**config.mk**
```make
export PLATFORM = sky130hd
export DESIGN_NAME = uart_rx_dma
export DESIGN_NICKNAME = d
export VERILOG_FILES = /design/src/rtl/uart_dma_pkg.sv /design/src/rtl/uart_rx_dma.sv
export SDC_FILE = /design/constraint.sdc
export NUM_CORES = 1
export LEC_CHECK = 0
export ABC_AREA = 1
export CORE_UTILIZATION = 31
export CTS_CLUSTER_DIAMETER = 60
export DETAILED_ROUTE_END_ITERATION = 16
export PLACE_DENSITY = 0.8
export RECOVER_POWER = 25
export SLEW_MARGIN = 20
export SYNTH_ARGS = -nofsm -noshare
export SYNTH_HDL_FRONTEND = slang
export SYNTH_SLANG_ARGS = --single-unit
```
**constraint.sdc**
```tcl
create_clock -name Clk -period 1.9 [get_ports Clk]
set_clock_uncertainty 0.1 [all_clocks]
set_input_delay 0.475 -clock Clk [delete_from_list [all_inputs] [get_ports Clk]]
set_output_delay 0.475 -clock Clk [all_outputs]
set_load 0.02 [all_outputs]
```
**src/rtl/uart_dma_pkg.sv**
```systemverilog
// Shared types and message-buffer constants for the UART RX to RAM DMA.
// The constants are also used by the CPU address map.
package uart_dma_pkg;

  typedef enum logic [1:0] {
    IDLE    = 2'd0,
    REQ     = 2'd1,
    WRITE   = 2'd2,
    RELEASE = 2'd3
  } dma_state_t;

  localparam int unsigned MSG_LEN_DEF   = 3;
  localparam logic [7:0]  BASE_ADDR_DEF = 8'h00;

endpackage

```
**src/rtl/uart_rx_dma.sv**
```systemverilog
// Moves bytes from the UART RX FIFO into a fixed RAM message buffer, one byte
// per bus tenure, and flags each completed message until the CPU acknowledges it.
module uart_rx_dma
  import uart_dma_pkg::*;
#(
  parameter int unsigned       MSG_LEN   = MSG_LEN_DEF,
  parameter int unsigned       ADDR_W    = 8,
  parameter logic [ADDR_W-1:0] BASE_ADDR = ADDR_W'(BASE_ADDR_DEF),
  parameter int unsigned       IDX_W     = 2
) (
  input  logic              Clk,
  input  logic              Rst,
  input  logic [7:0]        RX_Data,
  input  logic              RX_Empty,
  output logic              RX_Read,
  output logic              Bus_Req,
  input  logic              Bus_Grant,
  output logic [ADDR_W-1:0] Address,
  output logic [7:0]        Databus_Out,
  output logic              Write_En,
  output logic              Msg_Ready,
  output logic              Msg_Pending,
  input  logic              Msg_Ack,
  output dma_state_t        State_Dbg,
  output logic [IDX_W-1:0]  Idx_Dbg
);

  dma_state_t       state_q;
  logic [IDX_W-1:0] idx_q;
  logic             ready_q;
  logic             pending_q;

  logic write_fire;
  logic last_byte;

  // Handshakes: a byte moves only in a cycle where WRITE and Bus_Grant are both
  // high; that same cycle pops the FIFO (RX_Read) and strobes the RAM (Write_En).
  // A grant dropped during WRITE cancels the beat and the request is reissued.
  assign write_fire = (state_q == WRITE) && Bus_Grant;
  assign last_byte  = (idx_q == IDX_W'(MSG_LEN - 1));

  always_ff @(posedge Clk) begin
    if (Rst) begin
      state_q   <= IDLE;
      idx_q     <= '0;
      ready_q   <= 1'b0;
      pending_q <= 1'b0;
    end else begin
      ready_q <= write_fire && last_byte;

      // Setting the flag beats an ack arriving in the completion pulse cycle.
      if (write_fire && last_byte) begin
        pending_q <= 1'b1;
      end else if (Msg_Ack && !ready_q) begin
        pending_q <= 1'b0;
      end

      case (state_q)
        IDLE: begin
          if (!RX_Empty && !(pending_q && idx_q == '0)) begin
            state_q <= REQ;
          end
        end
        REQ: begin
          if (Bus_Grant) begin
            state_q <= WRITE;
          end
        end
        WRITE: begin
          if (Bus_Grant) begin
            idx_q   <= last_byte ? '0 : idx_q + 1'b1;
            state_q <= RELEASE;
          end else begin
            state_q <= REQ;
          end
        end
        RELEASE: state_q <= IDLE;
        default: state_q <= IDLE;
      endcase
    end
  end

  assign Bus_Req     = (state_q == REQ) || (state_q == WRITE);
  assign Write_En    = write_fire;
  assign RX_Read     = write_fire;
  assign Address     = write_fire ? (BASE_ADDR + ADDR_W'(idx_q)) : '0;
  assign Databus_Out = write_fire ? RX_Data : 8'h00;
  assign Msg_Ready   = ready_q;
  assign Msg_Pending = pending_q;
  assign State_Dbg   = state_q;
  assign Idx_Dbg     = idx_q;

endmodule

```
* Word-level counts from Yosys, hierarchy flattened
Cells that the tools add are included.
Storage, ports and cells: register bits 6, input bits 13, logic and storage cells 34
Cells by class: add/subtract/negate cells 1, eq/ne operators 6, mux-type cells 9, reductions and logical operators 14
Operators by type and width (count):
- 2-bit 2-to-1 mux | 5
- 8-bit 2-to-1 mux | 1
- 2-bit one-hot mux with 4 select lines | 1
- 2-bit equality test (second input constant) | 3
- 1-bit logical AND | 5
- 2-bit zero test | 2
- 2-bit != test (second input constant) | 2
- 2-bit AND reduction | 2
- 1-bit zero test | 3
- 2-bit by 1-bit adder with 2-bit output (second input constant) | 1
- 2-bit by 1-bit equality test with 1-bit output (second input constant) | 1
- 1-bit 2-to-1 mux | 2
- 2-bit nonzero test | 1
- 1-bit logical OR | 1

* Longest topological paths before layout
Gate-level depths: netlist of run 1.
depth after elaboration 6, mapped depth 8

* Worst setup path after synthesis of run 1
Ideal clock, no wire load.
path kind register to output, from register state_q[0], in the netlist State_Dbg[0], to output Write_En, arrival time 1.339 ns, data required time 1.325 ns, setup slack -0.014 ns, cell stages (with the launch flop) 7, cell sequence dfxtp_1 -> inv_1 -> ha_1 -> nand2_2 -> buf_6 -> inv_1 -> buf_4
Between the ends: word-level cells in the longest chain between the ends 2
Ends and longest elaborated chain:
- start, declared | RTL line uart_rx_dma.sv:28 | dma_state_t state_q;
- start signal, assigned | RTL line uart_rx_dma.sv:44 | state_q <= IDLE;
- start signal, assigned | RTL line uart_rx_dma.sv:61 | state_q <= REQ;
- start signal, assigned | RTL line uart_rx_dma.sv:66 | state_q <= WRITE;
- 2-bit equality test | RTL line uart_rx_dma.sv:39 | assign write_fire = (state_q == WRITE) && Bus_Grant;
- 1-bit logical AND | RTL line uart_rx_dma.sv:39
- end, declared | RTL line uart_rx_dma.sv:20 | output logic Write_En,
Every way passes these cells.

* Worst setup path in the final report of run 1
from register state_q[0], in the netlist State_Dbg[0], to output RX_Read
Between the ends: word-level cells in the longest chain between the ends 2
Ends and longest elaborated chain:
- 2-bit equality test | RTL line uart_rx_dma.sv:39
- 1-bit logical AND | RTL line uart_rx_dma.sv:39
- end, declared | RTL line uart_rx_dma.sv:15 | output logic RX_Read,
Every way passes these cells.

==> results of run 1 <==
[cells in the final DEF (no fill, tap or decap), drive strengths merged, types with 4 or more instances in the layout]
| cell | count |
|---|---|
| o21ai | 4 |
| nor2 | 15 |
| inv | 19 |
| conb | 6 |
| buf | 16 |
| clkdlybuf4s50 | 16 |
| nand2 | 10 |
| dfxtp | 6 |
| clkbuf | 4 |
[cell usage after synthesis, drive strengths merged]
master and count:
a211oi 1, a21oi 3, ha 3, nor2 15, o21ai 4, nand2 9, buf 8, inv 19
conb 1, nand3 2, dfxtp 6
[stage by stage]
step	instances	setup slack (ns)	cell area [um2]	TNS, ns
2_1_floorplan	76	0.0904	480	0
3_3_place_gp	120	-0.620	791	-6.72
3_5_place_dp	120	-0.614	791	-6.88
4_1_cts	124	0.0137	778	0
5_1_grt	124	-0.0216	776	-0.0515
6_report	124	0.0397	776	0
[sequential cells by signal (all words and copies together) (netlist names)]
register	flops
Idx_Dbg	2
Msg_Pending	1
Msg_Ready	1
State_Dbg	2
[report_power, final]
group          switching, mW  internal [mW]  leakage (nW)
combinational          0.281          0.216         0.369
clock                 0.0444         0.0713        0.0138
sequential            0.0130          0.152        0.0492
[worst min-delay path by stage]
stage | from | to | slack (ns)
after floorplan | Rst | Msg_Pending$_SDFFE_PP0P_ | 0.44
after global placement | Msg_Pending$_SDFFE_PP0P_ | Msg_Pending$_SDFFE_PP0P_ | 0.39
after detailed placement | Msg_Pending$_SDFFE_PP0P_ | Msg_Pending$_SDFFE_PP0P_ | 0.41
after CTS | Msg_Pending$_SDFFE_PP0P_ | Msg_Pending$_SDFFE_PP0P_ | 0.42
after global routing | Msg_Pending$_SDFFE_PP0P_ | Msg_Pending$_SDFFE_PP0P_ | 0.47
final | Msg_Pending$_SDFFE_PP0P_ | Msg_Pending$_SDFFE_PP0P_ | 0.42
[layer usage]
| metal | wire length (um) | part of all wire [%] | vias up |
|---|---|---|---|
| li1 | - | - | 273 |
| met1 | 470 | 40 | 221 |
| met2 | 573 | 49 | 30 |
| met3 | 103 | 8.8 | 4 |
| met4 | 26 | 2.2 | 0 |
| met5 | 0 | 0 | - |
[cell families after synthesis]
group,count (synthesis),synth area share [%]
buffers and inverters,27,29.3
AND/OR/NAND/NOR,26,24.5
AO/OA/AOI/OAI,8,11.1
flip-flops,6,26.1
adder cells (fa/ha/maj),3,8.15
other,1,0.814
[worst register-to-register path: cells and delay by family, from the launching register on]
family	cells	cell delay (ns)
fa+ha+maj	1	0.20
compound gates	1	0.15
simple gates	3	0.22
flops	1	0.33
buf+inv	5	0.38
[layout make-up]
cell class,count,area (um2)
well taps,15,18.8
multi-input cells,44,235
fillers,146,558
inverters,19,71.3
repair buffers,37,307
flip-flops and latches,6,121
clock buffers,3,22.5
[what timing repair did]
action	4_1_cts	5_1_grt
resized for setup	51	3
endpoints found under the setup margin	13	5
gates cloned	1	0
pin swaps	1	0
==> results.cfg, run 1 <==
[run_status]
status = finished clean

[clock_network]
postCtsSetupBuffers = 0
clk_latency_ns = 0.24
numCtsBuffers = 3
clk_pin_slew_worst_paths_ns = 0.04
cts_tree = done
htree_levels = 1
cts_hold_buffers = 0
clockBufferDepth = 2
cts_sinks = 6
cts_root_buf = clkbuf_4

[die]
row_count = 13
io_pins = 38
fp.dieW_um = 40.5
initial_utilization_pct = 34.5
fp.dieArea_um2 = 1640
die_h_um = 40.5
core_area_um2 = 1330

[route]
route.vias.total = 528
routed_via_density = 4.26
route.detailed.wl_per_inst_um = 9.47
drc = 0
dr.pass1.iters = 2
wl_um = 1170
ant_nets = 0
drt_iter0_drc = 5

[timing]
maxSlewViolCount = 0
fin_crit_sh_pct = 97.9
whs_ns = 0.421
rsz0062_at_grt = yes
setup_viol = 0
min_period_ns = 1.86
fmax_mhz = 538
final_hold_viol_count = 0

[synth]
ys_seq_elements = 6
synth_top_area_share_pct = 26.1
avgSynthCellArea_um2 = 6.49
yosysWarnings = 0
ys_seq_area_share_pct = 26.1
synth_area_um2 = 460
synthTopCellsByArea = dfxtp_1, inv_1, buf_4
yosysTopAreaCell = dfxtp_1
synth_cell_types = 15
synthCells = 71

[worst_hold_path]
hp-class = flip-flop to flip-flop
holdPathStages = 2

[global_routing]
grtUsageMet1_pct = 16.8
grt_pass1_wl_um = 1700
grt-busiest-layer = met2
grt_use_met2_pct = 28.2
gr-total-overflow = 0
grt_antenna_before_repair = 0
gr-usage-all-layers_pct = 15.8
grt_pass1_vias = 455
grt_max_degree = 8
grt_util_met3_pct = 1.67

[power]
finalPower_mw = 0.778
power.leakage_nw = 0.432
powerDensity_nw_per_um2 = 1000
peakVddDrop_v = 0.000798

[critical_path]
setup.worst_path.start = State_Dbg[0]$_SDFFE_PP0P_
end_kind = primary output
cp-endpoint = RX_Read
critPathLaunchType = flip-flop
r2r_start = State_Dbg[1]$_SDFFE_PP0P_
slowest_stage = dfxtp_2
rrSetupSlack_ns = 0.41
cp_common_cell = inv_1
arrival_ns = 1.29
required_ns = 1.32
reg2regPathDepth = 10
criticalPathCategory = flip-flop to primary output
r2r-end = State_Dbg[0]$_SDFFE_PP0P_
crit_family = buffers and inverters
slowest_delay_ns = 0.31
crit_buf_inv = 3
crit_chain = inv_1 -> ha_2 -> nand2_4 -> inv_1 -> clkdlybuf4s15_2
cp.depth = 5
worstPathMaxFanout = 7

[cells_and_area]
fin_util_pct = 58.2
layout-drive-gt1-share_pct = 26.6
antenna-diode-count = 0
nNetsFinal = 127
area_growth_pct = 68.5

[run]
maxCapViolCount = 0

[placement]
place_congestion = 0.714
hpwlAfterDp_um = 922
port_buffers = 31
Power figures use the tool's default switching activity.
==> run 2: changes to the inputs <==
CTS_CLUSTER_DIAMETER = 30   (was 60)
==> results of run 2 <==
Same layout as run 1: the final DEF is identical, and so are final timing and power.
==> run 3: changes to the inputs <==
clock period = 2 ns   (was 1.9 ns; I/O delays follow)
==> results.cfg, run 3 (synthesized netlist as in run 1, its figures left out) <==
[die]
row_count = 13
core_area_um2 = 1330
io_pins = 38
die_h_um = 40.5
initial_utilization_pct = 34.5
fp.dieW_um = 40.5
fp.dieArea_um2 = 1640

[clock_network]
cts_root_buf = clkbuf_4
cts_sinks = 6
htree_levels = 1
clk_latency_ns = 0.24
cts_tree = done
cts_hold_buffers = 0
clockBufferDepth = 2
numCtsBuffers = 3
clk_pin_slew_worst_paths_ns = 0.04

[cells_and_area]
n_fill_cell = 131
layout_commonest_cell = inv_1
nNetsFinal = 128
antenna-diode-count = 0
layout-drive-gt1-share_pct = 21.8
area_growth_pct = 74.2
layout_common_cells = inv_1, clkdlybuf4s50_1, nor2_1, buf_4, nand2_1
instances_no_fill = 125

[power]
p_int_mw = 0.432
pwr-share-seq_pct = 20.7
power.leakage_nw = 0.438
swShare_pct = 42.4
pwr-share-clk_pct = 14.3
peakVddDrop_v = 0.000743
power.net_switching_mw = 0.318
powerDensity_nw_per_um2 = 936
combinationalPowerShare_pct = 65.0

[route]
drc = 0
dr.pass1.iters = 4
ant_nets = 0
route.detailed.wl_per_inst_um = 9.45
route.vias.total = 542
wl_um = 1180
drt_iter0_drc = 4
routed_via_density = 4.34

[global_routing]
grt_antenna_before_repair = 0
grt_pass1_wl_um = 1730
gr-total-overflow = 0
gr-usage-all-layers_pct = 16.3
grt_pass1_vias = 476
grt_max_degree = 9

[timing]
min_period_ns = 1.95
fmax_mhz = 512
setup-tns-final_ns = 0
setup_ws_ns = 0.0457
rsz0062_at_grt = no
maxSlewViolCount = 0
setup_viol = 0
final_hold_viol_count = 0
fin_crit_sh_pct = 97.7

[placement]
place_inst = 120
hpwlAfterDp_um = 952
dp_slack_ns = -0.572
port_buffers = 31
place_congestion = 0.736

[worst_hold_path]
hp-class = flip-flop to flip-flop
hp-start = Msg_Pending$_SDFFE_PP0P_

[critical_path]
slowest_delay_ns = 0.46
r2r_start = State_Dbg[1]$_SDFFE_PP0P_
slowest_stage = clkdlybuf4s50_1
arrival_ns = 1.35
crit_chain = clkdlybuf4s50_1 -> inv_1 -> nor2_1 -> clkdlybuf4s15_2
end_kind = primary output
required_ns = 1.40
criticalPathCategory = primary input to primary output
critPathLaunchType = primary input
setup.worst_path.start = RX_Data[3]
worstPathMaxFanout = 1

[run_status]
status = finished clean

[run]
maxCapViolCount = 0
run 3: layer usage:
| metal | GRT usage (%) | vias to the layer above | wire length [um] |
|---|---|---|---|
| met3 | 3.89 | 4 | 128 |
| met4 | 12.5 | 0 | 23 |
| met1 | 14.5 | 234 | 410 |
| li1 | - | 271 | - |
| met2 | 30.6 | 33 | 619 |
| met5 | 0 | - | 0 |
run 3: what timing repair did:
item | in CTS | in global routing
setup buffers | 2 | 0
hold endpoints to repair | 0 | 0
setup endpoints to repair | 13 | 7
pin swaps | 1 | 0
gates resized for setup | 39 | 7
gates cloned | 0 | 0
run 3: layout make-up:
class	instances	area [um2]	share of cell area (%)
Tap cell	15	18.8	2.34
Sequential cell	6	120	15.0
Multi-Input combinational cell	43	225	28.1
Clock buffer	3	22.5	2.81
Inverter	19	71.3	8.89
Timing Repair Buffer	39	344	42.9
run 3: path summary, 6_finish.rpt:
path / end / slack, ns / depth (start not counted)
worst max-delay path: Databus_Out[3] / 0.05 / 4
worst min-delay path: Msg_Pending$_SDFFE_PP0P_ / 0.39 / 2
worst max register to register: State_Dbg[0]$_SDFFE_PP0P_ / 0.48 / 10
worst min register to register: Msg_Pending$_SDFFE_PP0P_ / 0.39 / 2
run 3: per-stage QoR:
stage	power (mW)	hold WS (ns)	util (%)	instance area (um2)
5_1_grt	0.816	0.463	60.1	802
4_1_cts	0.763	0.404	61.1	815
3_3_place_gp	0.645	0.392	59.2	790
3_5_place_dp	0.657	0.395	59.2	790
2_1_floorplan	0.449	0.460	-	479
6_report	0.751	0.394	60.1	802
run 3: worst max-delay path, delay by kind of cell:
family | cells | cell delay (ns)
buffers and inverters | 3 | 0.77
AND/OR/NAND/NOR | 1 | 0.10
run 3: power groups by stage:
stage | Sequential, mW | Clock (mW) | Combinational, mW
floorplan | 0.189 | 0 | 0.259
global placement | 0.156 | 0 | 0.489
finish | 0.156 | 0.107 | 0.488
CTS | 0.156 | 0.114 | 0.493
detailed placement | 0.158 | 0 | 0.499
global route | 0.157 | 0.118 | 0.541
